File: src/rtl/if_id_pipe_reg_if.sv
// IF/ID pipeline register bus: fetch/control inputs and decode-facing outputs.
// The master drives the fetch side; the slave is the pipeline register.
interface if_id_pipe_reg_if;
  logic        freeze;
  logic        flush;
  logic [15:0] i_pc_plus4;
  logic [31:0] i_ir;
  logic [15:0] o_pc_plus4;
  logic [31:0] o_ir;
  logic        o_valid;
  logic        o_held;
  logic [15:0] o_stall_cnt;
  logic [15:0] o_flush_cnt;

  modport master (
    output freeze, flush, i_pc_plus4, i_ir,
    input  o_pc_plus4, o_ir, o_valid, o_held,
    input  o_stall_cnt, o_flush_cnt
  );

  modport slave (
    input  freeze, flush, i_pc_plus4, i_ir,
    output o_pc_plus4, o_ir, o_valid, o_held,
    output o_stall_cnt, o_flush_cnt
  );
endinterface

File: src/rtl/if_id_pipe_reg.sv
// IF/ID pipeline register with stall hold and flush bubble insertion.
// Define IF_ID_PERF_CNT_EN to build saturating stall/flush counters.
module if_id_pipe_reg (
  input logic           clk,
  input logic           rst,
  if_id_pipe_reg_if.slave bus
);

  // State bits map directly onto {o_valid, o_held}
  typedef enum logic [1:0] {
    EMPTY = 2'b00,
    FULL  = 2'b10,
    HELD  = 2'b11
  } state_t;

  state_t      state_q;
  state_t      state_d;
  logic [31:0] ir_q;
  logic [15:0] pc_q;

  always_ff @(posedge clk or posedge rst) begin
    if (rst) begin
      state_q <= EMPTY;
    end else begin
      state_q <= state_d;
    end
  end

  always_comb begin
    state_d = state_q;
    if (bus.flush) begin
      state_d = EMPTY;
    end else if (bus.freeze) begin
      if (state_q == EMPTY) begin
        state_d = EMPTY;
      end else begin
        state_d = HELD;
      end
    end else begin
      state_d = FULL;
    end
  end

  always_ff @(posedge clk or posedge rst) begin
    if (rst) begin
      ir_q <= '0;
      pc_q <= '0;
    end else if (bus.flush) begin
      ir_q <= '0;
      pc_q <= '0;
    end else if (!bus.freeze) begin
      ir_q <= bus.i_ir;
      pc_q <= bus.i_pc_plus4;
    end
  end

  assign bus.o_ir       = ir_q;
  assign bus.o_pc_plus4 = pc_q;
  assign bus.o_valid    = state_q[1];
  assign bus.o_held     = state_q[0];

`ifdef IF_ID_PERF_CNT_EN
  logic [15:0] stall_cnt_q;
  logic [15:0] flush_cnt_q;

  // Flush dominates: a frozen+flushed edge counts only as a flush
  always_ff @(posedge clk or posedge rst) begin
    if (rst) begin
      stall_cnt_q <= '0;
      flush_cnt_q <= '0;
    end else begin
      if (bus.flush && flush_cnt_q != 16'hFFFF) begin
        flush_cnt_q <= flush_cnt_q + 16'd1;
      end
      if (bus.freeze && !bus.flush &&
          stall_cnt_q != 16'hFFFF) begin
        stall_cnt_q <= stall_cnt_q + 16'd1;
      end
    end
  end

  assign bus.o_stall_cnt = stall_cnt_q;
  assign bus.o_flush_cnt = flush_cnt_q;
`else
  assign bus.o_stall_cnt = 16'h0;
  assign bus.o_flush_cnt = 16'h0;
`endif

endmodule

File: src/flat_wrapper.sv
// flat-port wrapper written by rule: the top's interface ports become plain ports
module if_id_pipe_reg_flat 
  (clk, rst, bus_freeze, bus_flush, bus_i_pc_plus4, bus_i_ir, bus_o_pc_plus4, bus_o_ir, bus_o_valid, bus_o_held, bus_o_stall_cnt, bus_o_flush_cnt);
  if_id_pipe_reg_if bus_i ();
  input logic clk;
  input logic rst;
  input wire logic [$bits(bus_i.freeze)-1:0] bus_freeze;
  input wire logic [$bits(bus_i.flush)-1:0] bus_flush;
  input wire logic [$bits(bus_i.i_pc_plus4)-1:0] bus_i_pc_plus4;
  input wire logic [$bits(bus_i.i_ir)-1:0] bus_i_ir;
  output wire logic [$bits(bus_i.o_pc_plus4)-1:0] bus_o_pc_plus4;
  output wire logic [$bits(bus_i.o_ir)-1:0] bus_o_ir;
  output wire logic [$bits(bus_i.o_valid)-1:0] bus_o_valid;
  output wire logic [$bits(bus_i.o_held)-1:0] bus_o_held;
  output wire logic [$bits(bus_i.o_stall_cnt)-1:0] bus_o_stall_cnt;
  output wire logic [$bits(bus_i.o_flush_cnt)-1:0] bus_o_flush_cnt;
  assign bus_i.freeze = bus_freeze;
  assign bus_i.flush = bus_flush;
  assign bus_i.i_pc_plus4 = bus_i_pc_plus4;
  assign bus_i.i_ir = bus_i_ir;
  assign bus_o_pc_plus4 = bus_i.o_pc_plus4;
  assign bus_o_ir = bus_i.o_ir;
  assign bus_o_valid = bus_i.o_valid;
  assign bus_o_held = bus_i.o_held;
  assign bus_o_stall_cnt = bus_i.o_stall_cnt;
  assign bus_o_flush_cnt = bus_i.o_flush_cnt;
  if_id_pipe_reg u_core (.clk(clk), .rst(rst), .bus(bus_i));
endmodule
File: config.mk
export PLATFORM = sky130hd
export DESIGN_NAME = if_id_pipe_reg_flat
export DESIGN_NICKNAME = d
export VERILOG_FILES = /design/src/rtl/if_id_pipe_reg_if.sv /design/src/rtl/if_id_pipe_reg.sv /design/src/flat_wrapper.sv
export SDC_FILE = /design/constraint.sdc
export NUM_CORES = 1
export LEC_CHECK = 0
export ABC_CLOCK_PERIOD_IN_PS = 1820
export CORE_MARGIN = 8
export CORE_UTILIZATION = 39
export CTS_BUF_LIST = sky130_fd_sc_hd__clkbuf_2 sky130_fd_sc_hd__clkbuf_4 sky130_fd_sc_hd__clkbuf_8
export CTS_CLUSTER_DIAMETER = 100
export DETAILED_ROUTE_END_ITERATION = 8
export PLACE_DENSITY = 0.9
export SYNTH_ARGS = -nofsm -noshare
export SYNTH_HDL_FRONTEND = slang
export SYNTH_SLANG_ARGS = --single-unit
export TNS_END_PERCENT = 20
File: constraint.sdc
create_clock -name clk -period 1.82 [get_ports clk]
set_input_delay 0.182 -clock clk [delete_from_list [all_inputs] [get_ports clk]]
set_output_delay 0.182 -clock clk [all_outputs]
set_load 0.02 [all_outputs]
==> results.cfg, run 1 <==
[synthesis]
synth.ff_latch_count = 50
yosys-top-cells-area = dfrtp_1 55%, mux2i_1 21%, buf_4 10%, nor2_1 8.0%, buf_8 3.3%
syn_area_mm2 = 0.002291
synth.top_cell.area_share_pct = 54.61
yosys.area.top_type = dfrtp_1
ys_types = 12
syn-instance-count = 195
synth_area_per_cell_um2 = 11.75
yosysSeqAreaShare_pct = 54.61
ys_warn_count = 0

[outcome]
status = finished, final reports clean

[die]
start_util_pct = 39.39
dieWidth_um = 92.65
core_mm2 = 0.005816
die_area_mm2 = 0.008583
die_h_um = 92.65
rows = 28
ios = 134

[placed_design]
dp_hpwl_mm = 4.270
place_ws_ns = 0.6638
place_congestion = 0.6916
port_buffers = 101

[clocking]
h-tree-depth = 2
cts_tree = built
cts_max_path_buffers = 2
postCtsHoldBufs = 0
cts_setup_buffers = 0
ctsResizeCount = 0
cts_buffers = 5
clk_pin_slew_worst_paths_ns = 0.09
clk_latency_ns = 0.29
cts_sinks = 50
root_buffer = clkbuf_8

[grt]
overflow = 0
grt_max_degree = 51
antenna_found_initial = 0
grt_pass1_vias = 1781
grt_pass1_wl_mm = 9.294
track_usage_pct = 13.45

[routing]
wire_per_inst_um = 15.60
via_per_inst = 4.388
wl_mm = 5.757
drtPass1Iterations = 4
first_iter_violations = 58
postRouteAntennaNets = 0
drcViolationCount = 0
vias = 1619

[finish]
drive_above_1_share_pct = 4.762
nNetsFinal = 345
area_delta_synth_final_pct = 43.58
n_antenna_cell = 0

[timing]
setup_viol = 0
slew_violations = 0
hold_slack_ns = 0.2504
slew-limit-headroom_pct = 65.86
fin_tns_setup_ns = 0
worst_pin_slew_ns = 0.5122
post-route-period-util_pct = 81.03
hold_viol = 0
max_freq_ghz = 0.6780
fin_skew_ns = 0.0002182
min_period_ns = 1.475
layout_setup_ws_ns = 0.3452
rsz0062_at_grt = no

[worst_setup_path]
worst-path-buf-inv = 1
crit_family = buffers and inverters
worstPathRequired_ns = 1.64
crit_fanout = 2
crit_type = flop to output pin
crit_slowest_cell = clkdlybuf4s50_1
critPathMaxStageDelay_ns = 0.63
path_cells = clkdlybuf4s50_1
worst_setup_path_end_kind = output pin
startpoint_type = flop
worstPathArrival_ns = 1.29

[pwr]
power.total_mw = 2.433
swShare_pct = 27.48
sequentialPowerShare_pct = 49.5
comb_power_share_pct = 23.2
p_int_mw = 1.765
p_switching_mw = 0.6688
power_density_mw_per_mm2 = 739.8
pwr-share-clk_pct = 27.4
ir_drop_mv = 0.3640
leakage_nw = 1.601

[run]
drv_cap = 0

[hold_path]
min_path_type = primary input to async pin
==> stage by stage <==
step	std cells	utilization [%]	cell area, um^2
2_1_floorplan	226	-	2407
3_3_place_gp	361	54.93	3194
3_5_place_dp	361	54.93	3194
4_1_cts	369	56.56	3289
5_1_grt	369	56.56	3289
6_report	369	56.56	3289
==> worst min-delay path, stage by stage <==
cell and delay, ns:
clkdlybuf4s50_1 0.41, inv_2 0.08, buf_12 0.25
==> Yosys cell counts <==
library cell / instances
buf_6: 1
dfrtp_1: 50
mux2i_1: 48
clkbuf_1: 1
nor2_1: 49
a21oi_1: 1
nor3b_1: 1
conb_1: 1
buf_2: 5
buf_4: 32
inv_1: 1
buf_8: 5
==> final cells by class <==
| cell class | count | area, um^2 |
|---|---|---|
| fillers | 504 | 2526 |
| well taps | 75 | 93.84 |
| flip-flops and latches | 50 | 1251 |
| clock inverters | 1 | 5.005 |
| inverters | 1 | 3.754 |
| repair buffers | 104 | 1049 |
| clock buffers | 7 | 90.09 |
| multi-input cells | 131 | 797.0 |
==> sequential cells by signal (all words and copies together) (netlist names) <==
register and flops:
u_core.state_q 2, u_core.bus.o_pc_plus4 16, u_core.bus.o_ir 32
==> kinds of logic after synthesis <==
group | count (synthesis) | share of synthesized area, %
other | 1 | 0.1637
buffers and inverters | 45 | 15.67
flip-flops | 50 | 54.61
multiplexers | 48 | 20.97
AND/OR/NAND/NOR | 50 | 8.356
AO/OA/AOI/OAI | 1 | 0.2183
==> layer usage <==
layer  vias up  global-route usage [%]  part of all wire (%)
li1        761                       -                     -
met1       774                   15.97                    42
met2        77                   22.53                    49
met3         7                   4.693                   7.6
met4         0                   3.758                   1.3
met5         -                       0                     0
==> placed cells by master (no fill, tap or decap), drive strengths merged <==
master and n:
dfrtp 50, nor3b 1, conb 32, a21oi 1, clkdlybuf4s50 99, clkbuf 7, inv 1, clkinv 1
buf 5, mux2i 48, nor2 49
==> power groups by stage <==
| stage | Sequential [mW] | Combinational [mW] | Clock [mW] |
|---|---|---|---|
| final | 1.20 | 0.563 | 0.666 |
| after global routing | 1.21 | 0.605 | 0.747 |
| after CTS | 1.20 | 0.568 | 0.698 |
| after detailed placement | 1.23 | 0.566 | 0 |
| after global placement | 1.22 | 0.555 | 0 |
| after floorplan | 1.30 | 0.274 | 0 |
==> worst paths after layout <==
path                       slack [ns]                         to                startpoint  cells past startpoint
setup / recovery                 0.35          bus_o_pc_plus4[8]  u_core.bus.o_pc_plus4[8]                      1
hold / removal                   0.25  u_core.bus.o_pc_plus4[13]                       rst                      3
setup reg to reg                 1.06          u_core.state_q[1]         u_core.state_q[0]                      2
hold reg to reg                  0.53        u_core.bus.o_ir[29]       u_core.bus.o_ir[29]                      2
max in group asynchronous        1.32        u_core.bus.o_ir[14]                       rst                      3
min in group clk                 0.44          u_core.state_q[1]                bus_freeze                      3
Note: power is estimated with default switching activity, not from simulation.
==> inputs of run 2 (changes only) <==
ABC_CLOCK_PERIOD_IN_PS = 1470   (was 1820)
clock period = 1.47 ns   (was 1.82 ns; I/O delays follow)
==> run 2 against run 1 <==
Against the previous run: die area unchanged; critical path depth unchanged; combinational power is 24% higher; clock skew is essentially flat; count of clock-buffer cells in the layout grew 1; power up 27%; core utilization rose by 1.2 points; sequential cell count unchanged; cell count up 0.27%; clock power is 37% higher.
==> results.cfg, run 2 (synthesized netlist as in run 1, its figures left out) <==
[finish]
fin_cells = 370
final_common_cell = clkdlybuf4s50_1
largest_reg_flops = 32
area_delta_synth_final_pct = 46.53
drive_above_1_share_pct = 5.085
final_area_mm2 = 0.003357
fillers = 517
nNetsFinal = 346
n_antenna_cell = 0
layout_common_cells = 86 x clkdlybuf4s50_1, 50 x dfrtp_1, 49 x nor2_1

[grt]
grt_pass1_wl_mm = 9.315
grt_max_degree = 51
grt_pass1_vias = 1840
track_usage_pct = 13.47
antenna_found_initial = 0
overflow = 0

[routing]
first_iter_violations = 37
postRouteAntennaNets = 0
via_per_inst = 4.384
drcViolationCount = 0
drtPass1Iterations = 4
vias = 1622
wire_per_inst_um = 15.50
wl_mm = 5.736

[timing]
hold_viol = 0
min_period_ns = 1.427
post-route-period-util_pct = 97.11
setup_viol = 0
rsz0062_at_grt = no
slew_violations = 0
fin_skew_ns = 0.0003465
max_freq_ghz = 0.7005
fin_tns_setup_ns = 0

[placed_design]
place_congestion = 0.6997
post_dp_cell_area_mm2 = 0.003214
port_buffers = 101
dp.cells = 362
dp_hpwl_mm = 4.276

[run]
drv_cap = 0

[die]
rows = 28
die_h_um = 92.65
die_area_mm2 = 0.008583
start_util_pct = 39.39
core_mm2 = 0.005816
dieWidth_um = 92.65
ios = 134

[clocking]
clk_latency_ns = 0.29
h-tree-depth = 2
root_buffer = clkbuf_8
clk_pin_slew_worst_paths_ns = 0.09
cts_tree = built
cts_sinks = 50
cts_buffers = 5
cts_max_path_buffers = 2

[worst_setup_path]
path_cells = clkdlybuf4s50_1
worst_setup_path_end_kind = output pin
worstPathRequired_ns = 1.32
crit_slowest_cell = clkdlybuf4s50_1
critPathMaxStageDelay_ns = 0.63
startpoint_type = flop
crit_type = flop to output pin
worst-path-buf-inv = 1
crit_fanout = 2
worstPathArrival_ns = 1.28
crit_family = buffers and inverters

[outcome]
status = finished, final reports clean

[pwr]
ir_drop_mv = 0.4260
power_density_mw_per_mm2 = 923.8
leakage_nw = 1.819

[hold_path]
min_path_type = primary input to flop
==> run 2: cell types whose count changed in the layout (fill, tap and decap cells not counted), sizes merged <==
| cell | delta |
|---|---|
| dlymetal6s2s | +13 |
| clkdlybuf4s50 | -13 |
| clkbuf | +1 |
| clkinv | -1 |
| buf | +1 |
==> run 2: worst paths after layout <==
path                                       endpoint  cells after the start  slack, ns                startpoint
worst max-delay path              bus_o_pc_plus4[3]                      1       0.04  u_core.bus.o_pc_plus4[3]
worst min-delay path            u_core.bus.o_ir[18]                      2       0.19                 bus_flush
worst max register to register   u_core.bus.o_ir[8]                      2       0.70        u_core.bus.o_ir[8]
worst min register to register   u_core.bus.o_ir[0]                      2       0.52        u_core.bus.o_ir[0]
max in group asynchronous        u_core.bus.o_ir[0]                      3       1.01                       rst
min in group asynchronous        u_core.bus.o_ir[3]                      3       0.24                       rst
==> run 2: worst register-to-register path, cell delays in order, from the launching register on <==
cell and delay, ns:
dfrtp_1 0.38, mux2i_1 0.20, nor2_1 0.07
==> run 2: per-layer routing <==
| layer | GRT usage [%] | share of wire [%] | vias to the layer above |
|---|---|---|---|
| li1 | - | - | 763 |
| met1 | 15.82 | 42 | 781 |
| met2 | 23.12 | 50 | 74 |
| met3 | 4.531 | 7.2 | 4 |
| met4 | 3.221 | 0.63 | 0 |
| met5 | 0 | 0 | - |
==> run 2: report_power, final <==
part           internal [mW]  total (mW)  leakage, nW  switching (mW)
sequential              1.45        1.49        0.663          0.0383
clock                  0.476       0.915       0.0575           0.439
combinational          0.336       0.697         1.10           0.361
==> run 2: cell type report <==
type / count / area (um^2) / area share [%]
sequential: 50 / 1251 / 37.27
inverter: 1 / 3.754 / 0.1118
multi-input combinational: 131 / 797.0 / 23.74
clock buffer: 8 / 110.1 / 3.280
tap: 75 / 93.84 / 2.795
timing repair buffer: 105 / 1101 / 32.80
==> run 2: per-stage QoR <==
stage	setup WS (ns)	power (mW)	util (%)	hold WS (ns)
2_1_floorplan	0.1218	1.955	-	0.3000
3_3_place_gp	0.3529	2.207	55.27	0.5016
3_5_place_dp	0.3553	2.225	55.27	0.5073
4_1_cts	0.01913	3.147	57.16	0.1936
5_1_grt	0.002203	3.249	57.72	0.2056
6_report	0.04253	3.101	57.72	0.1940
==> run 2: what timing repair did <==
item / 4_1_cts / 5_1_grt
setup endpoints to repair: 0 / 13
hold buffers: 0 / 0
gates resized for setup: 0 / 13
hold endpoints to repair: 0 / 0
setup buffers: 0 / 0
